[src/rtl/sap3_pkg.sv]
// Shared SAP3 definitions: reg file extension codes, select flag, stack pointer
// location, command opcodes and the stack sequencer state encoding.
package sap3_pkg;

    localparam logic [1:0] EXT_NONE = 2'b00;
    localparam logic [1:0] EXT_INC  = 2'b01;
    localparam logic [1:0] EXT_DEC  = 2'b10;
    localparam logic [1:0] EXT_INC2 = 2'b11;

    localparam logic       SEL_PAIR = 1'b1;

    localparam logic [3:0] SP_IDX   = 4'd10;
    localparam logic [3:0] MAX_PAIR = 4'd10;

    localparam logic       OP_PUSH  = 1'b0;
    localparam logic       OP_POP   = 1'b1;

    typedef enum logic [3:0] {
        ST_IDLE,
        ST_P_LOAD,
        ST_P_DEC_H,
        ST_P_WR_H,
        ST_P_DEC_L,
        ST_P_WR_L,
        ST_Q_RD_L,
        ST_Q_INC_L,
        ST_Q_RD_H,
        ST_Q_INC_H,
        ST_Q_WB,
        ST_DONE
    } state_e;

    // Pairs are addressed by their high-byte register, so the index must be even.
    function automatic logic pair_illegal(input logic [3:0] pair, input logic [3:0] max_pair);
        return pair[0] || (pair > max_pair);
    endfunction

endpackage

[src/rtl/stack_seq.sv]
// Stack sequencer: pushes/pops a 16-bit register pair through a byte-wide memory,
// using the register file's INC/DEC extension to move SP one byte at a time.
module stack_seq
    import sap3_pkg::*;
#(
    parameter logic [3:0] SP_IDX   = sap3_pkg::SP_IDX,
    parameter logic [3:0] MAX_PAIR = sap3_pkg::MAX_PAIR
) (
    input  logic        clk,
    input  logic        rst,
    input  logic        cmd_valid,
    output logic        cmd_ready,
    input  logic        cmd_op,
    input  logic [3:0]  cmd_pair,
    output logic        done,
    output logic        err,
    output logic        busy,
    output logic [4:0]  rf_rd_sel,
    output logic [4:0]  rf_wr_sel,
    output logic [1:0]  rf_ext,
    output logic        rf_we,
    output logic [15:0] rf_wdata,
    input  logic [15:0] rf_rdata,
    output logic [15:0] mem_addr,
    output logic [7:0]  mem_wdata,
    output logic        mem_we,
    output logic        mem_re,
    input  logic [7:0]  mem_rdata,
    input  logic        mem_ready
);

    state_e      state_q, state_d;
    logic [3:0]  pair_q,  pair_d;
    logic        err_q,   err_d;
    logic [15:0] src_q,   src_d;
    logic [7:0]  lo_q,    lo_d;
    logic [7:0]  hi_q,    hi_d;

    always_ff @(posedge clk) begin
        if (rst) begin
            state_q <= ST_IDLE;
            pair_q  <= '0;
            err_q   <= 1'b0;
            src_q   <= '0;
            lo_q    <= '0;
            hi_q    <= '0;
        end else begin
            state_q <= state_d;
            pair_q  <= pair_d;
            err_q   <= err_d;
            src_q   <= src_d;
            lo_q    <= lo_d;
            hi_q    <= hi_d;
        end
    end

    always_comb begin
        state_d   = state_q;
        pair_d    = pair_q;
        err_d     = err_q;
        src_d     = src_q;
        lo_d      = lo_q;
        hi_d      = hi_q;
        cmd_ready = 1'b0;
        done      = 1'b0;
        err       = 1'b0;
        busy      = (state_q != ST_IDLE);
        rf_rd_sel = '0;
        rf_wr_sel = '0;
        rf_ext    = EXT_NONE;
        rf_we     = 1'b0;
        rf_wdata  = '0;
        mem_addr  = '0;
        mem_wdata = '0;
        mem_we    = 1'b0;
        mem_re    = 1'b0;

        unique case (state_q)
            ST_IDLE: begin
                cmd_ready = !rst;
                if (cmd_valid && !rst) begin
                    pair_d = cmd_pair;
                    err_d  = pair_illegal(cmd_pair, MAX_PAIR);
                    if (pair_illegal(cmd_pair, MAX_PAIR)) begin
                        state_d = ST_DONE;
                    end else if (cmd_op == OP_POP) begin
                        state_d = ST_Q_RD_L;
                    end else begin
                        state_d = ST_P_LOAD;
                    end
                end
            end

            // Source is captured before SP moves, so pushing SP stores its old value.
            ST_P_LOAD: begin
                rf_rd_sel = {SEL_PAIR, pair_q};
                src_d     = rf_rdata;
                state_d   = ST_P_DEC_H;
            end
            ST_P_DEC_H: begin
                rf_wr_sel = {SEL_PAIR, SP_IDX};
                rf_ext    = EXT_DEC;
                state_d   = ST_P_WR_H;
            end
            ST_P_WR_H: begin
                rf_rd_sel = {SEL_PAIR, SP_IDX};
                mem_addr  = rf_rdata;
                mem_wdata = src_q[15:8];
                mem_we    = 1'b1;
                if (mem_ready) begin
                    state_d = ST_P_DEC_L;
                end
            end
            ST_P_DEC_L: begin
                rf_wr_sel = {SEL_PAIR, SP_IDX};
                rf_ext    = EXT_DEC;
                state_d   = ST_P_WR_L;
            end
            ST_P_WR_L: begin
                rf_rd_sel = {SEL_PAIR, SP_IDX};
                mem_addr  = rf_rdata;
                mem_wdata = src_q[7:0];
                mem_we    = 1'b1;
                if (mem_ready) begin
                    state_d = ST_DONE;
                end
            end

            ST_Q_RD_L: begin
                rf_rd_sel = {SEL_PAIR, SP_IDX};
                mem_addr  = rf_rdata;
                mem_re    = 1'b1;
                if (mem_ready) begin
                    lo_d    = mem_rdata;
                    state_d = ST_Q_INC_L;
                end
            end
            ST_Q_INC_L: begin
                rf_wr_sel = {SEL_PAIR, SP_IDX};
                rf_ext    = EXT_INC;
                state_d   = ST_Q_RD_H;
            end
            ST_Q_RD_H: begin
                rf_rd_sel = {SEL_PAIR, SP_IDX};
                mem_addr  = rf_rdata;
                mem_re    = 1'b1;
                if (mem_ready) begin
                    hi_d    = mem_rdata;
                    state_d = ST_Q_INC_H;
                end
            end
            ST_Q_INC_H: begin
                rf_wr_sel = {SEL_PAIR, SP_IDX};
                rf_ext    = EXT_INC;
                state_d   = ST_Q_WB;
            end
            // Write-back comes after both increments, so popping into SP wins over them.
            ST_Q_WB: begin
                rf_wr_sel = {SEL_PAIR, pair_q};
                rf_we     = 1'b1;
                rf_wdata  = {hi_q, lo_q};
                state_d   = ST_DONE;
            end

            ST_DONE: begin
                done    = 1'b1;
                err     = err_q;
                state_d = ST_IDLE;
            end

            default: begin
                state_d = ST_IDLE;
            end
        endcase
    end

endmodule

[config.mk]
export PLATFORM = sky130hd
export DESIGN_NAME = stack_seq
export DESIGN_NICKNAME = d
export VERILOG_FILES = /design/src/rtl/sap3_pkg.sv /design/src/rtl/stack_seq.sv
export SDC_FILE = /design/constraint.sdc
export NUM_CORES = 1
export LEC_CHECK = 0
export BUFFER_PORTS_ARGS = -buffer_cell sky130_fd_sc_hd__buf_2
export CAP_MARGIN = 20
export CORE_MARGIN = 4
export CORE_UTILIZATION = 35
export CTS_BUF_LIST = sky130_fd_sc_hd__clkbuf_8 sky130_fd_sc_hd__clkbuf_16
export DETAILED_ROUTE_END_ITERATION = 8
export SETUP_SLACK_MARGIN = 0.15
export SLEW_MARGIN = 40
export SYNTH_ARGS = -nofsm -noshare
export SYNTH_HDL_FRONTEND = slang
export SYNTH_SLANG_ARGS = --single-unit
[constraint.sdc]
create_clock -name clk -period 2.3 [get_ports clk]
set_input_delay 0.575 -clock clk [delete_from_list [all_inputs] [get_ports clk]]
set_output_delay 0.575 -clock clk [all_outputs]
set_load 0.02 [all_outputs]
==> reports/results.txt <==
# H-tree levels: 2
Comb pwr share: 0.648
WP buf/inv: 2
Final period util: 0.9859
hold_sp: hi_q[5]$_SDFFE_PP0P_
max_slew headroom: 0.6614
Core Box Area: 6026 um^2
Worst Hold Depth: 2
clock latency on the worst-skew pair: 290 ps
CP top delay family: flip-flops
Port Buffer Count: 91
arrival time at the worst endpoint: 1690 ps
number of synthesized flops with an enable pin: 0
slowest CP cell: dfxtp_4
largest cells by area after synthesis: dfxtp_1 (37%), nand2_1 (7.7%), a21oi_1 (7.5%), and3_1 (6.0%), and2_1 (5.7%)
setup ws final: 32.48 ps
Clock power frac: 0.133
HPWL after detailed placement: 4.982 mm
Final TNS setup: 0 ps
VDD IR max: 0.001003 V
worst slack at placement: 227.8 ps
final wirelength: 7.456 mm
minimum clock period: 2268 ps
Clock transition at path regs: 80 ps
mapped cell area: 2205 um^2
Leakage: 1.640 nW
Layout Skew: 6.288 ps
root cell of the clock tree: clkbuf_8
fmax: 441.0 MHz
hold-fix buffer count after cts: 0
crit-path cells: xor2_4 -> mux2i_4 -> o21bai_4 -> buf_6 -> and2_2 -> buf_6
Vias/cell: 5.307
Reg2Reg Capture Point: pair_q[3]$_SDFFE_PP0P_
CP Capture Type: output port
Fill cells: 579
Int Pwr: 2.633 mW
Sequential Power Share: 0.219
Mapped Nets: 322
Total Power: 4.548 mW
Top Ports: 92
diodes inserted: 0
post-synth top area share: 0.3723
DRT Pass-1 Iters: 4
commonest non-fill, non-tap cells in the layout: buf_2 (62), nand2_1 (45), dfxtp_1 (37)
CTS max path bufs: 2
CP most frequent cell: buf_6
most common cell after layout, fill and taps aside: buf_2
number of max-cap violations: 0
area grow syn2layout: 55.79%
global-route wire length before repair: 10.82 mm
Nets: 433
HP Class: reg -> reg
Synth Flop Type: dfxtp_1
Yosys reg bits: 41
pwr dens: 1324 nW/um^2
Avg WL per Cell: 15.66 um
largest net degree at the start of global routing: 31
Yosys top cell by area: dfxtp_1
initial drt markers: 186
Worst Setup Start Kind: flop
Syn Inst Count: 289
syn_area_per_cell: 7.628 um^2
via count: 2526
Warnings, synthesis: 0
Max Slew Vio Count: 0
critical path class: reg -> out
R2R setup slack: 280 ps
Distinct cells, synth: 38
GRT Overall Usage: 0.1783
slowest stage delay, CP: 420 ps
drc violations: 0
Hold EP: hi_q[5]$_SDFFE_PP0P_
r2r worst-path depth: 4
DIE WIDTH: 87.37 um
DIE AREA: 7633 um^2
initial antenna violation count: 0
Std-Cell Rows: 28
CTS tree: yes
RSZ-0062 raised after global routing: yes
grt total ovfl: 0
slew at the pin closest to its max-slew limit: 506.5 ps
worst r2r src: state_q[2]$_SDFFE_PP0P_
Sw Pwr: 1.915 mW
# setup viols final: 0
share of cells above drive strength 1: 0.4464
Starting Density: 0.3659
die height: 87.37 um
Switching Share: 0.4210
via count of the first global-routing pass: 2272
final hold violations: 0
required time worst endpoint: 1730 ps
Async SR Flop Fraction: 0
sequential area share after synthesis: 0.3723
crit-path max FO: 6
Num CTS Buffers: 5
CP Launch Point: state_q[1]$_SDFFE_PP0P_
status: finished clean
TritonCTS Sinks: 41
Post-DRT Antenna Nets: 0
GP Congestion: 0.8999
layout make-up:
cell class              count  area (um^2)  area share
flip-flops and latches     41        835.8      0.2434
repair buffers            126        934.6      0.2721
clock inverters             2        37.54     0.01093
inverters                   4        20.02    0.005829
well taps                  75        93.84     0.02732
clock buffers               6        82.58     0.02404
multi-input cells         222         1430      0.4164
power groups by stage:
stage / combinational, mW / clock (mW) / sequential, mW
CTS: 2.16 / 0.618 / 0.957
detailed placement: 2.08 / 0 / 0.961
global route: 3.14 / 0.655 / 1.02
floorplan: 1.40 / 0 / 0.897
finish: 2.95 / 0.604 / 0.997
global placement: 2.08 / 0 / 0.955
kinds of logic (layout without fill, tap and decap cells):
family	count (synthesis)	after routing	share of synthesized area
simple gates	145	145	0.3314
xor+xnor	2	2	0.007947
mux	12	12	0.05959
flops	41	41	0.3723
buf+inv	26	138	0.05278
compound gates	63	63	0.1759
worst max-delay path by stage:
stage / slack [ps] / depth (start not counted) / end
detailed placement: 230 / 6 / mem_addr[14]
CTS: 80 / 6 / mem_addr[14]
floorplan: 160 / 6 / mem_addr[10]
global route: -30 / 6 / mem_addr[11]
finish: 30 / 6 / mem_addr[11]
global placement: 250 / 4 / rf_wdata[15]
worst reg2reg max path, delay by kind of cell, from the launching register on:
kind	cells	cell delay [ps]
flops	1	380
buf+inv	1	150
simple gates	2	1030
mux	1	340
registers in the layout (all words and copies together), names as in the netlist:
signal   flops
src_q       16
hi_q         8
lo_q         8
pair_q       4
state_q      4
err_q        1
synthesized netlist by cell type (4+ instances only):
master     n
nor2_1    25
a22oi_1    8
nand2_1   45
mux2i_1    9
and3_1    21
nor2b_1    7
nand2b_1   5
dfxtp_1   41
clkbuf_1  15
a21oi_1   33
o21ai_0    5
and2_1    20
nand3_1   11
nor3_1     4
stage by stage:
stage / area, um^2 / std cells / hold WS, ps / util
floorplan: 2225 / 289 / 431.9 / -
finish: 3435 / 476 / 452.7 / 0.5700
CTS: 3012 / 464 / 456.7 / 0.4998
detailed placement: 2843 / 454 / 444.8 / 0.4718
global placement: 2843 / 454 / 439.8 / 0.4718
global route: 3435 / 476 / 472.8 / 0.5700
layer usage:
metal,share of wire,GRT usage,vias up
met1,0.42,0.2309,1183
met5,0,0,-
li1,-,-,1219
met2,0.49,0.2849,110
met4,0.022,0.06276,0
met3,0.073,0.04730,14
what timing repair did:
| item | in CTS | in global routing |
|---|---|---|
| cloned | 0 | 3 |
| resized for setup | 13 | 105 |
| endpoints found under the setup margin | 47 | 47 |
| buffers inserted | 2 | 9 |
| pin swaps | 0 | 21 |
No activity file was read; power rests on OpenSTA's default activity.
